==> src/rtl/w_rom_ctrl.sv <==
// rtl/w_rom_ctrl.sv - weight ROM burn-in sequencer and round-robin burst read scheduler (option macro: W_ROM_CTRL_BURN_EN)
module w_rom_ctrl #(
  parameter int NUM_REQ     = 4,
  parameter int DATA_DEPTH  = 512,
  parameter int ADDR_WIDTH  = $clog2(DATA_DEPTH),
  parameter int LEN_WIDTH   = ADDR_WIDTH,
  parameter int ROM_LATENCY = 1,
  parameter int ID_WIDTH    = $clog2(NUM_REQ)
) (
  input  logic                            clk,
  input  logic                            rst_b,
  input  logic [NUM_REQ-1:0]              req,
  input  logic [NUM_REQ*ADDR_WIDTH-1:0]   req_base,
  input  logic [NUM_REQ*LEN_WIDTH-1:0]    req_len,
  output logic [NUM_REQ-1:0]              gnt,
  output logic [ADDR_WIDTH-1:0]           rom_addr,
  output logic                            rom_r_en,
  output logic                            rom_burn_in_en,
  input  logic                            rom_burned,
  output logic                            rd_valid,
  output logic [ID_WIDTH-1:0]             rd_id,
  output logic                            rd_last,
  output logic                            ready,
  output logic                            busy
);

  typedef enum logic [1:0] {BURN, IDLE, BURST} state_t;

`ifdef W_ROM_CTRL_BURN_EN
  localparam state_t RESET_STATE = BURN;
`else
  localparam state_t RESET_STATE = IDLE;
`endif

  state_t                state_q, state_d;
  logic [ID_WIDTH-1:0]   ptr_q, ptr_d;
  logic [LEN_WIDTH-1:0]  cnt_q, cnt_d;
  logic [ID_WIDTH-1:0]   id_q, id_d;
  logic [NUM_REQ-1:0]    gnt_d;
  logic [ADDR_WIDTH-1:0] addr_d;
  logic [ADDR_WIDTH-1:0] addr_inc;
  logic                  ren_d;
  logic                  busy_d;
  logic                  ready_d;

  logic                  win_found;
  logic [ID_WIDTH-1:0]   win_id;
  logic [ID_WIDTH-1:0]   cand_id;
  int                    cand;

  logic [ADDR_WIDTH-1:0] base_arr [NUM_REQ];
  logic [LEN_WIDTH-1:0]  len_arr  [NUM_REQ];

  logic                  pipe_v  [ROM_LATENCY];
  logic [ID_WIDTH-1:0]   pipe_id [ROM_LATENCY];
  logic                  pipe_l  [ROM_LATENCY];
  logic                  beat_last;
  logic [ID_WIDTH-1:0]   beat_id;

`ifdef W_ROM_CTRL_BURN_EN
  logic                  burn_q, burn_d;
  assign rom_burn_in_en = burn_q;
`else
  logic                  unused_burned;
  assign unused_burned  = rom_burned;
  assign rom_burn_in_en = 1'b0;
`endif

  for (genvar g = 0; g < NUM_REQ; g++) begin : g_unpack
    assign base_arr[g] = req_base[g*ADDR_WIDTH +: ADDR_WIDTH];
    assign len_arr[g]  = req_len[g*LEN_WIDTH +: LEN_WIDTH];
  end

  assign addr_inc = (rom_addr == ADDR_WIDTH'(DATA_DEPTH - 1)) ? '0 : rom_addr + 1'b1;

  // Round-robin pick: scan from the far end so the candidate nearest the pointer wins.
  always_comb begin
    win_found = 1'b0;
    win_id    = '0;
    cand      = 0;
    cand_id   = '0;
    for (int k = NUM_REQ - 1; k >= 0; k--) begin
      cand = int'(ptr_q) + k;
      if (cand >= NUM_REQ) cand = cand - NUM_REQ;
      cand_id = ID_WIDTH'(cand);
      if (req[cand_id]) begin
        win_found = 1'b1;
        win_id    = cand_id;
      end
    end
  end

  // Next-state and next-output decode; every output is registered from these.
  always_comb begin
    state_d = state_q;
    ptr_d   = ptr_q;
    cnt_d   = cnt_q;
    id_d    = id_q;
    gnt_d   = '0;
    addr_d  = rom_addr;
    ren_d   = 1'b0;
    busy_d  = 1'b0;
    ready_d = ready;
`ifdef W_ROM_CTRL_BURN_EN
    burn_d  = 1'b0;
`endif
    case (state_q)
      BURN: begin
`ifdef W_ROM_CTRL_BURN_EN
        if (rom_burned) begin
          state_d = IDLE;
          ready_d = 1'b1;
        end else begin
          burn_d = 1'b1;
        end
`else
        state_d = IDLE;
        ready_d = 1'b1;
`endif
      end
      IDLE: begin
        ready_d = 1'b1;
        // Arbitration starts only once ready is visible to the engines.
        if (ready && win_found) begin
          state_d        = BURST;
          gnt_d[win_id]  = 1'b1;
          addr_d         = base_arr[win_id];
          cnt_d          = len_arr[win_id];
          id_d           = win_id;
          ren_d          = 1'b1;
          busy_d         = 1'b1;
          ptr_d          = (win_id == ID_WIDTH'(NUM_REQ - 1)) ? '0 : win_id + 1'b1;
        end
      end
      BURST: begin
        // The beat on the bus with counter zero is the last one.
        if (cnt_q == '0) begin
          state_d = IDLE;
        end else begin
          addr_d = addr_inc;
          cnt_d  = cnt_q - 1'b1;
          ren_d  = 1'b1;
          busy_d = 1'b1;
        end
      end
      default: state_d = RESET_STATE;
    endcase
  end

  // State, pointer, burst counter and registered outputs.
  always_ff @(posedge clk or negedge rst_b) begin
    if (!rst_b) begin
      state_q  <= RESET_STATE;
      ptr_q    <= '0;
      cnt_q    <= '0;
      id_q     <= '0;
      gnt      <= '0;
      rom_addr <= '0;
      rom_r_en <= 1'b0;
      busy     <= 1'b0;
      ready    <= 1'b0;
`ifdef W_ROM_CTRL_BURN_EN
      burn_q   <= 1'b0;
`endif
    end else begin
      state_q  <= state_d;
      ptr_q    <= ptr_d;
      cnt_q    <= cnt_d;
      id_q     <= id_d;
      gnt      <= gnt_d;
      rom_addr <= addr_d;
      rom_r_en <= ren_d;
      busy     <= busy_d;
      ready    <= ready_d;
`ifdef W_ROM_CTRL_BURN_EN
      burn_q   <= burn_d;
`endif
    end
  end

  assign beat_last = rom_r_en && (cnt_q == '0);
  assign beat_id   = rom_r_en ? id_q : '0;

  // Return sideband delay line, aligned to the ROM read latency.
  always_ff @(posedge clk or negedge rst_b) begin
    if (!rst_b) begin
      for (int i = 0; i < ROM_LATENCY; i++) begin
        pipe_v[i]  <= 1'b0;
        pipe_id[i] <= '0;
        pipe_l[i]  <= 1'b0;
      end
    end else begin
      pipe_v[0]  <= rom_r_en;
      pipe_id[0] <= beat_id;
      pipe_l[0]  <= beat_last;
      for (int i = 1; i < ROM_LATENCY; i++) begin
        pipe_v[i]  <= pipe_v[i-1];
        pipe_id[i] <= pipe_id[i-1];
        pipe_l[i]  <= pipe_l[i-1];
      end
    end
  end

  assign rd_valid = pipe_v[ROM_LATENCY-1];
  assign rd_id    = pipe_id[ROM_LATENCY-1];
  assign rd_last  = pipe_l[ROM_LATENCY-1];

endmodule

==> config.mk <==
export PLATFORM = sky130hd
export DESIGN_NAME = w_rom_ctrl
export DESIGN_NICKNAME = d
export VERILOG_FILES = /design/src/rtl/w_rom_ctrl.sv
export SDC_FILE = /design/constraint.sdc
export NUM_CORES = 1
export LEC_CHECK = 0
export CAP_MARGIN = 25
export CORE_MARGIN = 3
export CORE_UTILIZATION = 43
export DETAILED_ROUTE_END_ITERATION = 6
export PLACE_DENSITY_LB_ADDON = 0.12
export SKIP_LAST_GASP = 1
export SLEW_MARGIN = 10
export SYNTH_ARGS = -nofsm -noshare
export SYNTH_HDL_FRONTEND = slang
export SYNTH_SLANG_ARGS = --single-unit
==> constraint.sdc <==
create_clock -name clk -period 2.9 [get_ports clk]
set_input_delay 0.725 -clock clk [delete_from_list [all_inputs] [get_ports clk]]
set_output_delay 0.725 -clock clk [all_outputs]
set_load 0.1 [all_outputs]
Word level (Yosys, flattened, before mapping)
Cells that the tools add are included.
W data, S select, Z words.

word-level totals
  register bits = 34
  latch bits = 0
  RAM bits = 0
  ROM bits = 0
  input port bits = 79
  output and inout bits = 21
  word-level logic and storage cells = 95
  memories kept = 0

operators by class
  add/sub/neg operators = 10
  $mul = 0
  div/mod/pow operators = 0
  magnitude comparators = 11
  equal/unequal tests = 7
  shift operators = 0
  multiplexer cells = 45
  bitwise gates (word level) = 1
  reductions and logical operators = 10

operators with widths
  kind                   number
  $mux W9                9
  $bmux W9 S2            2
  $pmux W9 S2            2
  $mux W2                12
  $lt A2 B3 Y1 const B   5
  $ge A3 B3 Y1 const B   4
  $mux W1                11
  $add A9 B1 Y9 const B  1
  $eq A9 B9 Y1 const B   1
  $logic_not A9 Y1       1
  $sub A9 B1 Y9 const B  1
  $bmux W1 S2            4
  $mux W4                2
  $sub A2 B1 Y2 const B  4
  $add A2 B2 Y3 const B  2
  $ne A2 B2 Y1 const B   3
  $eq A2 B2 Y1 const B   2
  $pmux W2 S2            1
  $reduce_and A2 Y1      2
  $add A2 B1 Y3 const B  1
  $ge A2 B3 Y1 const B   1
  $logic_and A1 B1 Y1    3
  $not A2 Y3             1
  $reduce_and A3 Y1      1
  other kinds (8)        8

Longest topological paths before layout
  word-level depth = 15
  depth in mapped cells = 9

Least setup slack after synthesis
No wires, ideal clock.

  kind = flip-flop to flip-flop
  start = register rom_addr[0]
  end = register rom_addr[5]
  data arrival time = 2.613 ns
  data required time = 2.813 ns
  path slack = 0.200 ns
  stages on the path, launching flop included = 9
  path buffers = 1
  cells stage by stage = dfrtp_1 ha_1 and3_1 and3_1 ha_1 clkbuf_1 nor3_1 a21oi_1 a22oi_1

on the way
  cells in the longest elaborated chain, start to end = 4
  elaborated cells on any way between the ends = 5
  those cells by class = add/sub (1); eq/ne (1); mux (3)

ends and longest elaborated chain
  element                                               line  RTL
  from (decl)                                           16    output logic [ADDR_WIDTH-1:0] rom_addr,
  from (signal assigned)                                171   rom_addr <= addr_d;
  $add A9 B1 Y9 / $eq A9 B9 Y1 (equally long branches)  74    assign addr_inc = (rom_addr == ADDR_WIDTH'(DATA_DEPTH - 1)) ? '0 : rom_addr + 1'b1;
  $mux W9 *                                             74
  $mux W9 *                                             137   if (cnt_q == '0) begin
  $pmux W9 S2 *                                         107   case (state_q)

Every way passes the cells marked *; elsewhere a longest branch is shown, timed or not. The select of a mux whose other input is x is not followed.
A chain may end at the register's enable or synchronous reset.

Worst setup path in the final report
  start = register rom_addr[0]
  end = register rom_addr[4]

Same word-level chain as after synthesis.

==> results.py <==
metrics = {
    "cells_and_area": {
        "areaGrowthSynthToFinish_pct": 47.8,
        "final_nets": 442,
        "antennaDiodeCount": 0,
        "layout-drive-gt1-share_pct": 18.8,
    },
    "die": {
        "die_x_um": 80.2,
        "die-height_um": 80.2,
        "core_area_um2": 5200,
        "num_io_pins": 100,
        "die_area_um2": 6430,
        "rows": 26,
        "start_util_pct": 45.5,
    },
    "clock_tree": {
        "clockBufferDepth": 2,
        "htreeDepth": 2,
        "cts_made_buffers": 5,
        "clock_sinks": 34,
        "root_buffer": "clkbuf_8",
        "clkTransAtPathRegs_ns": 0.07,
        "cts-hold-fix-buffers": 0,
        "clk_latency_ns": 0.29,
        "cts-resized-gates": 0,
        "cts_tree": "yes",
        "postCtsSetupBuffers": 0,
    },
    "placed_design": {
        "dp_hpwl_mm": 5.14,
        "gp_congestion": 0.876,
        "dp_slack_ns": 0.105,
        "io_buffers": 97,
    },
    "routing": {
        "wl_per_cell_um": 16.2,
        "drt-total-wl_mm": 6.91,
        "dr_total_vias": 2436,
        "firstDrtPassIters": 4,
        "drc": 0,
        "drtIter0Drc": 223,
        "ant_nets": 0,
        "viasPerCell": 5.70,
    },
    "synth": {
        "netlist.area_leader.share_pct": 34.9,
        "synth_top_area_cell": "dfrtp_1",
        "yosysMostFrequentCell": "dfrtp_1",
        "syn_avg_cell_area_um2": 9.40,
        "synth_common_cells": "dfrtp_1, a21oi_1, nand2_1, a22oi_1, mux2_2",
        "syn-cell-area_um2": 2370,
        "async_flop_share_pct": 100,
        "synth_nets": 338,
        "synth.area.top_cells": "dfrtp_1, mux2_2, mux2i_1, a22oi_1, a21oi_1",
        "synth.ff_latch_count": 34,
        "syn_inst": 252,
        "ys.flop_type": "dfrtp_1",
        "yosysSeqAreaShare_pct": 36.0,
        "yosysUniqueCellTypes": 50,
        "synth_edf_count": 0,
        "synth_warnings": 0,
    },
    "timing": {
        "period_share_pct": 87.8,
        "finalHoldViolations": 0,
        "clock-skew-final_ns": 0.00233,
        "slew_violations": 0,
        "maxSlewHeadroom_pct": 53.5,
        "fmax_ghz": 0.393,
        "timing.final.ws_setup_ns": 0.353,
        "setup_tns_ns": 0,
        "setup_violations": 0,
        "worst_pin_slew_ns": 0.693,
        "period_minus_slack_ns": 2.55,
        "rsz0062_at_grt": "false",
    },
    "worst_setup_path": {
        "cp_max_fo": 9,
        "crit_chain": "ha_1 > and3_1 > and3_1 > ha_1 > nor3_1 > a31oi_1 > a22oi_1",
        "reg2reg_slack_ns": 0.35,
        "start_kind": "flip-flop",
        "worstSetupPathType": "flip-flop to flip-flop",
        "end_kind": "flip-flop",
        "crit_buf_inv": 0,
        "cp_slowest_stage_delay_ns": 0.63,
        "cp.required_ns": 3.10,
        "cpMaxStageDelayCell": "nor3_1",
        "worst-endpoint-arrival_ns": 2.75,
        "worst_path_dominant_cell_family": "simple AND/OR/NAND/NOR gates",
    },
    "status": {
        "outcome": "completed",
    },
    "power": {
        "p_leak_nw": 1.51,
        "peakVddDrop_mv": 0.626,
        "powerDensity_nw_per_um2": 1190,
    },
    "global_routing": {
        "overflow": 0,
        "antenna_found_initial": 0,
        "grt_pass1_vias": 2375,
        "grt_use_total_pct": 22.1,
        "grt_pass1_wl_mm": 11.1,
        "grt_max_degree": 35,
    },
    "flow_run": {
        "max_cap_violations": 0,
    },
    "worst_hold_path": {
        "hp-class": "flip-flop to flip-flop",
    },
}
-- cell families after synthesis --
group,after synthesis,synth area share (%)
AOI/OAI and AO/OA,86,24.5
adders and majority gates,7,3.70
buffers and inverters,26,6.34
DFF,34,36.0
muxes,29,13.7
other,1,0.158
and+or+nand+nor,69,15.6
-- cell usage in the layout, fill, tap and decap left out, types with 7 or more instances in the layout --
cell	count
o21ai_0	12
inv_1	11
nor2_1	13
nand2_1	18
a21oi_1	20
dfrtp_1	33
ha_1	7
clkdlybuf4s50_1	77
a22oi_1	15
mux2_2	15
o22ai_1	7
and2_1	7
buf_4	32
mux2i_1	13
-- area by class of cell --
class / count / area [µm²]
Sequential cell: 34 / 852
Tap cell: 70 / 87.6
Fill cell: 448 / 1710
Timing Repair Buffer: 111 / 1050
Multi-Input combinational cell: 192 / 1370
Clock buffer: 7 / 86.3
Clock inverter: 1 / 5.00
Inverter: 12 / 45.0
-- report_power, final --
group	leakage (nW)	internal [mW]	switching, mW
Combinational	1.05	1.03	1.84
Clock	0.0482	0.192	0.180
Sequential	0.410	0.700	0.219
-- layer usage --
layer  track usage (%)  routed length [µm]
met1              28.5                3040
met2              36.5                3180
met3              6.17                 603
met4              5.24                  88
met5                 0                   0
-- flip-flops by register name, summed over array words and instances, names as in the netlist --
signal,flops
gnt,4
rd_last,1
rd_valid,1
ready,1
ptr_q,2
rom_addr,9
id_q,2
state_q,2
cnt_q,9
busy,1
rd_id,2
-- path summary, 6_finish.rpt --
check                       startpoint     endpoint  cells past startpoint
max in group asynchronous        rst_b   state_q[0]                      2
min reg2reg                       busy     rd_valid                      0
min in group asynchronous        rst_b  rom_addr[7]                      2
min                               busy     rd_valid                      0
max reg2reg                rom_addr[0]  rom_addr[4]                      7
max                        rom_addr[0]  rom_addr[4]                      7
-- through the flow --
step | total power, mW | hold slack [ns] | cell area (µm²) | util (%) | std cells
final | 4.16 | 0.479 | 3500 | 67.2 | 427
after global placement | 3.70 | 0.452 | 3410 | 65.5 | 419
after detailed placement | 3.77 | 0.465 | 3410 | 65.5 | 419
after floorplan | 2.97 | 0.429 | 2370 | - | 252
after global routing | 4.43 | 0.521 | 3500 | 67.2 | 427
after CTS | 4.15 | 0.481 | 3500 | 67.2 | 427
Power figures use the tool's default switching activity.
